===== config.mk =====
export PLATFORM = sky130hd
export DESIGN_NAME = fp_unpack_align
export DESIGN_NICKNAME = d
export VERILOG_FILES = /design/src/rtl/fp_pkg.sv /design/src/rtl/fp_sticky_shift.sv /design/src/rtl/fp_unpack_align.sv
export SDC_FILE = /design/constraint.sdc
export NUM_CORES = 1
export LEC_CHECK = 0
export CORE_MARGIN = 2
export CORE_UTILIZATION = 65
export CTS_CLUSTER_DIAMETER = 60
export DETAILED_ROUTE_END_ITERATION = 7
export DONT_BUFFER_PORTS = 1
export PLACE_DENSITY_LB_ADDON = 0.08
export SYNTH_ARGS = -nofsm -noshare
export SYNTH_HDL_FRONTEND = slang
export SYNTH_SLANG_ARGS = --single-unit

===== constraint.sdc =====
create_clock -name clk -period 2.65 [get_ports clk]
set_clock_uncertainty 0.1 [all_clocks]
set_input_delay 0.1325 -clock clk [delete_from_list [all_inputs] [get_ports clk]]
set_output_delay 0.1325 -clock clk [all_outputs]
set_load 0.005 [all_outputs]

===== src/rtl/fp_pkg.sv =====
// Shared types and constants for the FP32 add/sub front end (unpack, swap, align).
package fp_pkg;

  localparam int EXP_W  = 8;
  localparam int FRAC_W = 23;
  localparam int SIG_W  = FRAC_W + 1;
  localparam int MANT_W = SIG_W + 3;
  localparam logic [EXP_W-1:0] EXP_MAX = 8'd255;
  localparam int BIAS   = 127;

  typedef struct packed {
    logic              sign;
    logic [EXP_W-1:0]  exp;
    logic [FRAC_W-1:0] frac;
  } fp32_t;

  // Registered stage-1 contents: classification plus the swapped, unaligned operands.
  typedef struct packed {
    logic              nan;
    logic              invalid;
    logic              inf_a;
    logic              inf_b;
    logic              sign_a;
    logic              sign_b;
    logic              sign_large;
    logic [EXP_W-1:0]  exp_large;
    logic [SIG_W-1:0]  sig_large;
    logic [SIG_W-1:0]  sig_small;
    logic [EXP_W-1:0]  diff;
    logic [2:0]        rm;
  } stage1_t;

  // Output data bundle handed to the normalize stage.
  typedef struct packed {
    logic              nan;
    logic              invalid;
    logic              inf_a;
    logic              inf_b;
    logic              sign_a;
    logic              sign_b;
    logic              sign_large;
    logic              eff_sub;
    logic [EXP_W-1:0]  exp_large;
    logic [MANT_W-1:0] mant_large;
    logic [MANT_W-1:0] mant_small;
    logic [2:0]        rm;
  } align_bundle_t;

  function automatic logic is_nan(fp32_t x);
    return (x.exp == EXP_MAX) && (x.frac != '0);
  endfunction

  function automatic logic is_snan(fp32_t x);
    return is_nan(x) && !x.frac[FRAC_W-1];
  endfunction

  function automatic logic is_inf(fp32_t x);
    return (x.exp == EXP_MAX) && (x.frac == '0);
  endfunction

endpackage


===== src/rtl/fp_sticky_shift.sv =====
// Right shifter for the aligned significand: every bit shifted out is ORed into bit 0,
// and shifts of MANT_W or more collapse to a lone sticky bit.
module fp_sticky_shift
  import fp_pkg::*;
(
  input  logic [MANT_W-1:0] din,
  input  logic [EXP_W-1:0]  shamt,
  output logic [MANT_W-1:0] dout
);

  localparam logic [EXP_W-1:0] SAT_SHIFT = EXP_W'(MANT_W);

  logic [MANT_W-1:0] shifted;
  logic [MANT_W-1:0] lost_mask;
  logic              lost;

  always_comb begin
    shifted   = din >> shamt;
    lost_mask = ~({MANT_W{1'b1}} << shamt);
    lost      = |(din & lost_mask);
    if (shamt >= SAT_SHIFT) begin
      dout = {{(MANT_W-1){1'b0}}, |din};
    end else begin
      dout = {shifted[MANT_W-1:1], shifted[0] | lost};
    end
  end

endmodule


===== src/rtl/fp_unpack_align.sv =====
// FP32 add/sub front end: classify, sign-flip, magnitude swap, then sticky alignment,
// as a two-stage valid/ready pipeline. FP_SUBNORMAL_EN keeps subnormals (else DAZ).
module fp_unpack_align
  import fp_pkg::*;
(
  input  logic                clk,
  input  logic                reset_n,
  input  logic                in_valid,
  output logic                in_ready,
  input  logic [31:0]         op_a,
  input  logic [31:0]         op_b,
  input  logic                is_sub,
  input  logic [2:0]          rm,
  output logic                out_valid,
  input  logic                out_ready,
  output logic                nan,
  output logic                invalid,
  output logic                inf_a,
  output logic                inf_b,
  output logic                sign_a,
  output logic                sign_b,
  output logic                sign_large,
  output logic                eff_sub,
  output logic [EXP_W-1:0]    exp_large,
  output logic [MANT_W-1:0]   mant_large,
  output logic [MANT_W-1:0]   mant_small,
  output logic [2:0]          rm_out
);

  fp32_t             fa, fb;
  logic [FRAC_W-1:0] frac_a, frac_b;
  logic [EXP_W-1:0]  eexp_a, eexp_b;
  logic [SIG_W-1:0]  sig_a, sig_b;
  logic              swap;
  logic              sgn_a, sgn_b;
  stage1_t           s1_new;
  align_bundle_t     s2_new;
  logic [MANT_W-1:0] aligned_small;

  logic              s1_valid_d, s1_valid_q;
  stage1_t           s1_d, s1_q;
  logic              s2_valid_d, s2_valid_q;
  align_bundle_t     s2_d, s2_q;
  logic              s1_adv, s2_adv;

  assign fa = op_a;
  assign fb = op_b;

  // Stage 1: classify, unpack and order operands by magnitude.
  // NOTE: every variable assigned in an always_comb gets a value on every path (defaults
  // first or full if/else), otherwise synthesis infers a latch.
  always_comb begin
`ifdef FP_SUBNORMAL_EN
    frac_a = fa.frac;
    frac_b = fb.frac;
    eexp_a = (fa.exp == '0 && fa.frac != '0) ? EXP_W'(1) : fa.exp;
    eexp_b = (fb.exp == '0 && fb.frac != '0) ? EXP_W'(1) : fb.exp;
`else
    frac_a = (fa.exp == '0) ? '0 : fa.frac;
    frac_b = (fb.exp == '0) ? '0 : fb.frac;
    eexp_a = fa.exp;
    eexp_b = fb.exp;
`endif
    sig_a = {fa.exp != '0, frac_a};
    sig_b = {fb.exp != '0, frac_b};
    sgn_a = fa.sign;
    sgn_b = fb.sign ^ is_sub;
    // Raw {exp, frac} orders subnormals correctly below normals; ties keep A as large.
    swap  = {fb.exp, frac_b} > {fa.exp, frac_a};

    s1_new            = '0;
    s1_new.nan        = is_nan(fa) || is_nan(fb);
    s1_new.invalid    = is_snan(fa) || is_snan(fb);
    s1_new.inf_a      = is_inf(fa);
    s1_new.inf_b      = is_inf(fb);
    s1_new.sign_a     = sgn_a;
    s1_new.sign_b     = sgn_b;
    s1_new.sign_large = swap ? sgn_b : sgn_a;
    s1_new.exp_large  = swap ? eexp_b : eexp_a;
    s1_new.sig_large  = swap ? sig_b : sig_a;
    s1_new.sig_small  = swap ? sig_a : sig_b;
    s1_new.diff       = swap ? (eexp_b - eexp_a) : (eexp_a - eexp_b);
    s1_new.rm         = rm;
  end

  fp_sticky_shift u_align (
    .din   ({s1_q.sig_small, 3'b000}),
    .shamt (s1_q.diff),
    .dout  (aligned_small)
  );

  always_comb begin
    s2_new            = '0;
    s2_new.nan        = s1_q.nan;
    s2_new.invalid    = s1_q.invalid;
    s2_new.inf_a      = s1_q.inf_a;
    s2_new.inf_b      = s1_q.inf_b;
    s2_new.sign_a     = s1_q.sign_a;
    s2_new.sign_b     = s1_q.sign_b;
    s2_new.sign_large = s1_q.sign_large;
    s2_new.eff_sub    = s1_q.sign_a ^ s1_q.sign_b;
    s2_new.exp_large  = s1_q.exp_large;
    s2_new.mant_large = {s1_q.sig_large, 3'b000};
    s2_new.mant_small = aligned_small;
    s2_new.rm         = s1_q.rm;
  end

  // Handshake: a stage moves when it is empty or its consumer is moving.
  always_comb begin
    s2_adv     = !s2_valid_q || out_ready;
    s1_adv     = !s1_valid_q || s2_adv;
    s1_valid_d = s1_adv ? in_valid : s1_valid_q;
    s1_d       = (s1_adv && in_valid) ? s1_new : s1_q;
    s2_valid_d = s2_adv ? s1_valid_q : s2_valid_q;
    s2_d       = (s2_adv && s1_valid_q) ? s2_new : s2_q;
  end

  // NOTE: state registers use non-blocking assignments so every flop samples pre-edge values.
  // NOTE: data registers are reset too, since the output bundle must read zero out of reset.
  always_ff @(posedge clk or negedge reset_n) begin
    if (!reset_n) begin
      s1_valid_q <= 1'b0;
      s1_q       <= '0;
      s2_valid_q <= 1'b0;
      s2_q       <= '0;
    end else begin
      s1_valid_q <= s1_valid_d;
      s1_q       <= s1_d;
      s2_valid_q <= s2_valid_d;
      s2_q       <= s2_d;
    end
  end

  assign in_ready   = s1_adv;
  assign out_valid  = s2_valid_q;
  assign nan        = s2_q.nan;
  assign invalid    = s2_q.invalid;
  assign inf_a      = s2_q.inf_a;
  assign inf_b      = s2_q.inf_b;
  assign sign_a     = s2_q.sign_a;
  assign sign_b     = s2_q.sign_b;
  assign sign_large = s2_q.sign_large;
  assign eff_sub    = s2_q.eff_sub;
  assign exp_large  = s2_q.exp_large;
  assign mant_large = s2_q.mant_large;
  assign mant_small = s2_q.mant_small;
  assign rm_out     = s2_q.rm;

endmodule


==> results.json, run 1 <==
{
  "place.gp.congestion": 0.927,
  "grt_overflow": 2,
  "ys_types": 61,
  "ys.warnings.count": 0,
  "start_util_pct": 66.9,
  "port_buffers": 0,
  "cts.sinks": 146,
  "synth_edf_count": 0,
  "synth_area_um2": 9320,
  "lastStage": "global routing",
  "ys_seq_elements": 146,
  "synthArstFlopShare_pct": 100,
  "cts-root-buf": "clkbuf_16",
  "error_line": "[ERROR GRT-0232] Routing congestion too high. Check the congestion heatmap in the GUI.",
  "worst_endpoint": "s1_q[7]$_DFFE_PN0P_/D",
  "die_w_um": 124,
  "outcome": "stopped before the end",
  "synth_ff_type": "dfrtp_1",
  "cts_buffer_depth": 2,
  "yosysSeqAreaShare_pct": 39.2,
  "cts.htree.levels": 4,
  "numCtsBuffers": 17,
  "grt_max_degree": 147,
  "worst_path_end_type": "register data pin",
  "syn_area_per_cell_um2": 8.99,
  "die_h_um": 124,
  "syn_inst": 1037,
  "num_rows": 43,
  "dp_hpwl_um": 20800,
  "grt_usage_pct": 65.3,
  "ios": 147
}
==> metrics by stage <==
step	hold slack (ps)	setup slack [ps]	util, %	cell area, um^2	std cells
after CTS	-707	-73.6	87.5	12200	1376
after detailed placement	-259	-578	74.9	10400	1255
after global placement	-260	-502	74.9	10400	1255
after floorplan	-263	-153	-	9710	1039
==> cell families after synthesis <==
group           synth area share (%)
compound gates                  15.8
flops                           39.2
simple gates                    17.9
fa+ha+maj                       5.53
xor+xnor                       0.188
buf+inv                         5.97
mux                             15.4
other cells                   0.0402
==> routing by layer <==
metal | GRT overflow | global-route usage (%)
met1 | 0 | 67.7
met2 | 2 | 86.1
met3 | 0 | 43.5
met4 | 0 | 61.7
met5 | 0 | 10.4
==> synthesized netlist by cell type (9+ instances only) <==
cell | count | area (um^2)
and2_1 | 10 | 62.6
mux4_2 | 14 | 315
nor3_1 | 18 | 90.1
clkbuf_1 | 47 | 176
a31oi_1 | 49 | 307
ha_1 | 38 | 475
a211oi_1 | 12 | 90.1
o21ai_0 | 70 | 350
nand3_1 | 53 | 265
nor2_1 | 66 | 248
dfrtp_1 | 146 | 3650
nand4_1 | 15 | 93.8
nand2_1 | 162 | 608
mux2i_1 | 42 | 420
nor4_1 | 19 | 119
buf_1 | 9 | 33.8
mux2_2 | 62 | 698
o211ai_1 | 14 | 105
inv_1 | 48 | 180
a21oi_1 | 37 | 185
==> timing repair <==
item	CTS
buffers inserted	10
setup endpoints to repair	63
endpoints found under the hold margin	198
resized for setup	41
hold buffers	73
cloned	6
pin swaps	21
==> inputs of run 2 (changes only) <==
CORE_UTILIZATION = 40   (was 65)
CTS_CLUSTER_DIAMETER = unset   (was 60)
PLACE_DENSITY_LB_ADDON = 0.15   (was 0.08)
==> run 2 against run 1 <==
Effect of this change: the flow now finishes, with violations (negative hold slack, negative setup slack); synthesized cell count did not move; synthesized area did not move.
==> results.json, run 2 <==
{
  "period_minus_slack_ps": 2750,
  "ys_types": 61,
  "place.gp.congestion": 0.904,
  "die_h_um": 157,
  "drc": 0,
  "finalMaxSlewViolations": 0,
  "max-slew-margin-rel_pct": 62.6,
  "violations": "negative hold slack, negative setup slack",
  "rr_worst_depth": 8,
  "via_per_inst": 5.64,
  "vias": 8525,
  "largest_reg_flops": 74,
  "final_cell_mix": "dfrtp_1 (146), nand2_1 (127), buf_4 (101), dlygate4sd3_1 (74), o21ai_0 (66)",
  "syn_inst": 1037,
  "routed_wirelength_um": 30400,
  "nets": 1298,
  "antenna_found_initial": 0,
  "ys_seq_elements": 146,
  "multi_input_area_um2": 5850,
  "dp_hpwl_um": 21000,
  "vdd_drop_max_v": 0.000408,
  "synth.most_common_cell": "nand2_1",
  "path_clk_slew_ps": 60,
  "ys.warnings.count": 0,
  "syn_to_final_growth_pct": 36.2,
  "hold_viol": 146,
  "holdWs_ps": -697,
  "synth_commonest_cells": "nand2_1 (162), dfrtp_1 (146), o21ai_0 (70), nor2_1 (66), mux2_2 (62)",
  "start_util_pct": 40.9,
  "drtIter0Drc": 632,
  "wire_per_inst_um": 20.1,
  "layout-drive-gt1-share_pct": 29.0,
  "rsz0062_at_grt": "yes",
  "cts-root-buf": "clkbuf_16",
  "critical_path_required_ps": 2910,
  "final_common_cell": "dfrtp_1",
  "cts.htree.levels": 4,
  "worst_pin_slew_ps": 556,
  "ant_nets": 0,
  "critical_path_arrival_ps": 3020,
  "maxCapViolCount": 0,
  "synth_area_um2": 9320,
  "numCtsBuffers": 17,
  "synth_edf_count": 0,
  "largest_register": "s1_q",
  "grt_max_degree": 147,
  "power_density_nw_per_um2": 656,
  "antenna_cells": 0,
  "clock_latency_ps": 430,
  "start_kind": "primary input",
  "port_buffers": 0,
  "syn_area_per_cell_um2": 8.99,
  "outcome": "complete, but fails checks",
  "die_w_um": 157,
  "cts_buffer_depth": 2,
  "dieArea_um2": 24500,
  "core_um2": 22800,
  "worst_slack_ps": -104,
  "crit_fanout": 8,
  "fmax_mhz": 363,
  "yosysSeqAreaShare_pct": 39.2,
  "dp_slack_ps": -531,
  "min_period_over_period_pct": 104,
  "drtPass1Iterations": 5,
  "n_fill_cell": 2017,
  "synth_ff_type": "dfrtp_1",
  "cts_tree": "built",
  "p_leak_nw": 5.48,
  "grt_pass1_wl_um": 47100,
  "grt_overflow": 0,
  "num_rows": 55,
  "grt_usage_pct": 24.6,
  "yosysTopAreaCell": "dfrtp_1",
  "grt_pass1_vias": 8372,
  "synth_top_cells_by_area": "dfrtp_1 (39%), mux2_2 (7.5%), nand2_1 (6.5%)",
  "finalSetupViolations": 41,
  "final-seq-area_um2": 3650,
  "hp-class": "in2async",
  "ios": 147,
  "synth_top_area_share_pct": 39.2,
  "worstSetupEndpointType": "register",
  "synthArstFlopShare_pct": 100,
  "setup-tns-final_ps": -1650,
  "cts.sinks": 146,
  "path_class": "in2reg"
}
## run 2: cell counts after synthesis
Identical to the previous run, type by type.
## run 2: repair_timing
| item | in CTS | in global routing |
|---|---|---|
| pin swaps | 3 | 66 |
| hold buffers | 70 | 5 |
| gates resized for setup | 12 | 88 |
| endpoints found under the hold margin | 196 | 147 |
| gates cloned | 0 | 6 |
| setup buffers | 2 | 7 |
| endpoints found under the setup margin | 38 | 64 |
## run 2: final cells by class
| class | instances | area share, % |
|---|---|---|
| Multi-Input combinational cell | 767 | 46.1 |
| Timing Repair Buffer | 203 | 15.9 |
| Inverter | 51 | 1.57 |
| Clock buffer | 22 | 3.65 |
| Clock inverter | 10 | 0.985 |
| Sequential cell | 146 | 28.8 |
| Tap cell | 313 | 3.08 |
## run 2: worst max-delay path, stage by stage
cell and delay, ps:
nor4_4 360, nand2_4 170, buf_12 180, buf_12 130, nand2_8 60, inv_4 40
ha_4 250, nand4_1 160, nor3_4 290, buf_4 150, nand4_1 80, o21a_2 180
o21ai_4 80, buf_12 150, buf_12 150, mux2i_2 250, mux2_2 180
## run 2: per-stage QoR
step / cells / hold slack (ps) / instance area [um^2] / total power [W] / util [%]
3_5_place_dp: 1392 / -256 / 10700 / 0.00555 / 47.0
4_1_cts: 1496 / -712 / 12100 / 0.00814 / 53.1
5_1_grt: 1512 / -716 / 12700 / 0.00878 / 55.8
2_1_floorplan: 1039 / -263 / 9710 / 0.00472 / -
3_3_place_gp: 1392 / -255 / 10700 / 0.00552 / 47.0
6_report: 1512 / -697 / 12700 / 0.00833 / 55.8
## run 2: final timing paths
path / end / start / slack (ps)
min: mant_large[19] / reset_n / -700
max in group asynchronous: mant_small[1] / reset_n / 2820
min reg2reg: s1_q[0] / s1_q[0] / 370
max reg2reg: mant_small[0] / s1_q[4] / 230
max: s1_q[29] / op_b[27] / -100
min in group clk: s1_q[50] / op_b[15] / 10
## run 2: cells by family after synthesis
logic type               after synthesis  share of synthesized area, %
AO/OA/AOI/OAI                        234                          15.8
adder cells (fa/ha/maj)               40                          5.53
multiplexers                         118                          15.4
XOR/XNOR                               2                         0.188
buffers and inverters                126                          5.97
AND/OR/NAND/NOR                      370                          17.9
flip-flops                           146                          39.2
other                                  1                        0.0402
## run 2: layer usage
layer | global-route usage, % | routed length (um) | up-vias
met2 | 40.0 | 14700 | 250
met1 | 33.2 | 13600 | 4205
li1 | - | - | 4034
met4 | 6.95 | 612 | 0
met3 | 5.10 | 1540 | 36
met5 | 0 | 0 | -
## run 2: report_power, final
part	internal, W	leakage, nW	switching [W]
registers	0.00265	1.75	0.000463
clock network	0.00145	0.285	0.00102
logic	0.00135	3.45	0.00140
total	0.00545	5.48	0.00288
Note: power is estimated with default switching activity, not from simulation.
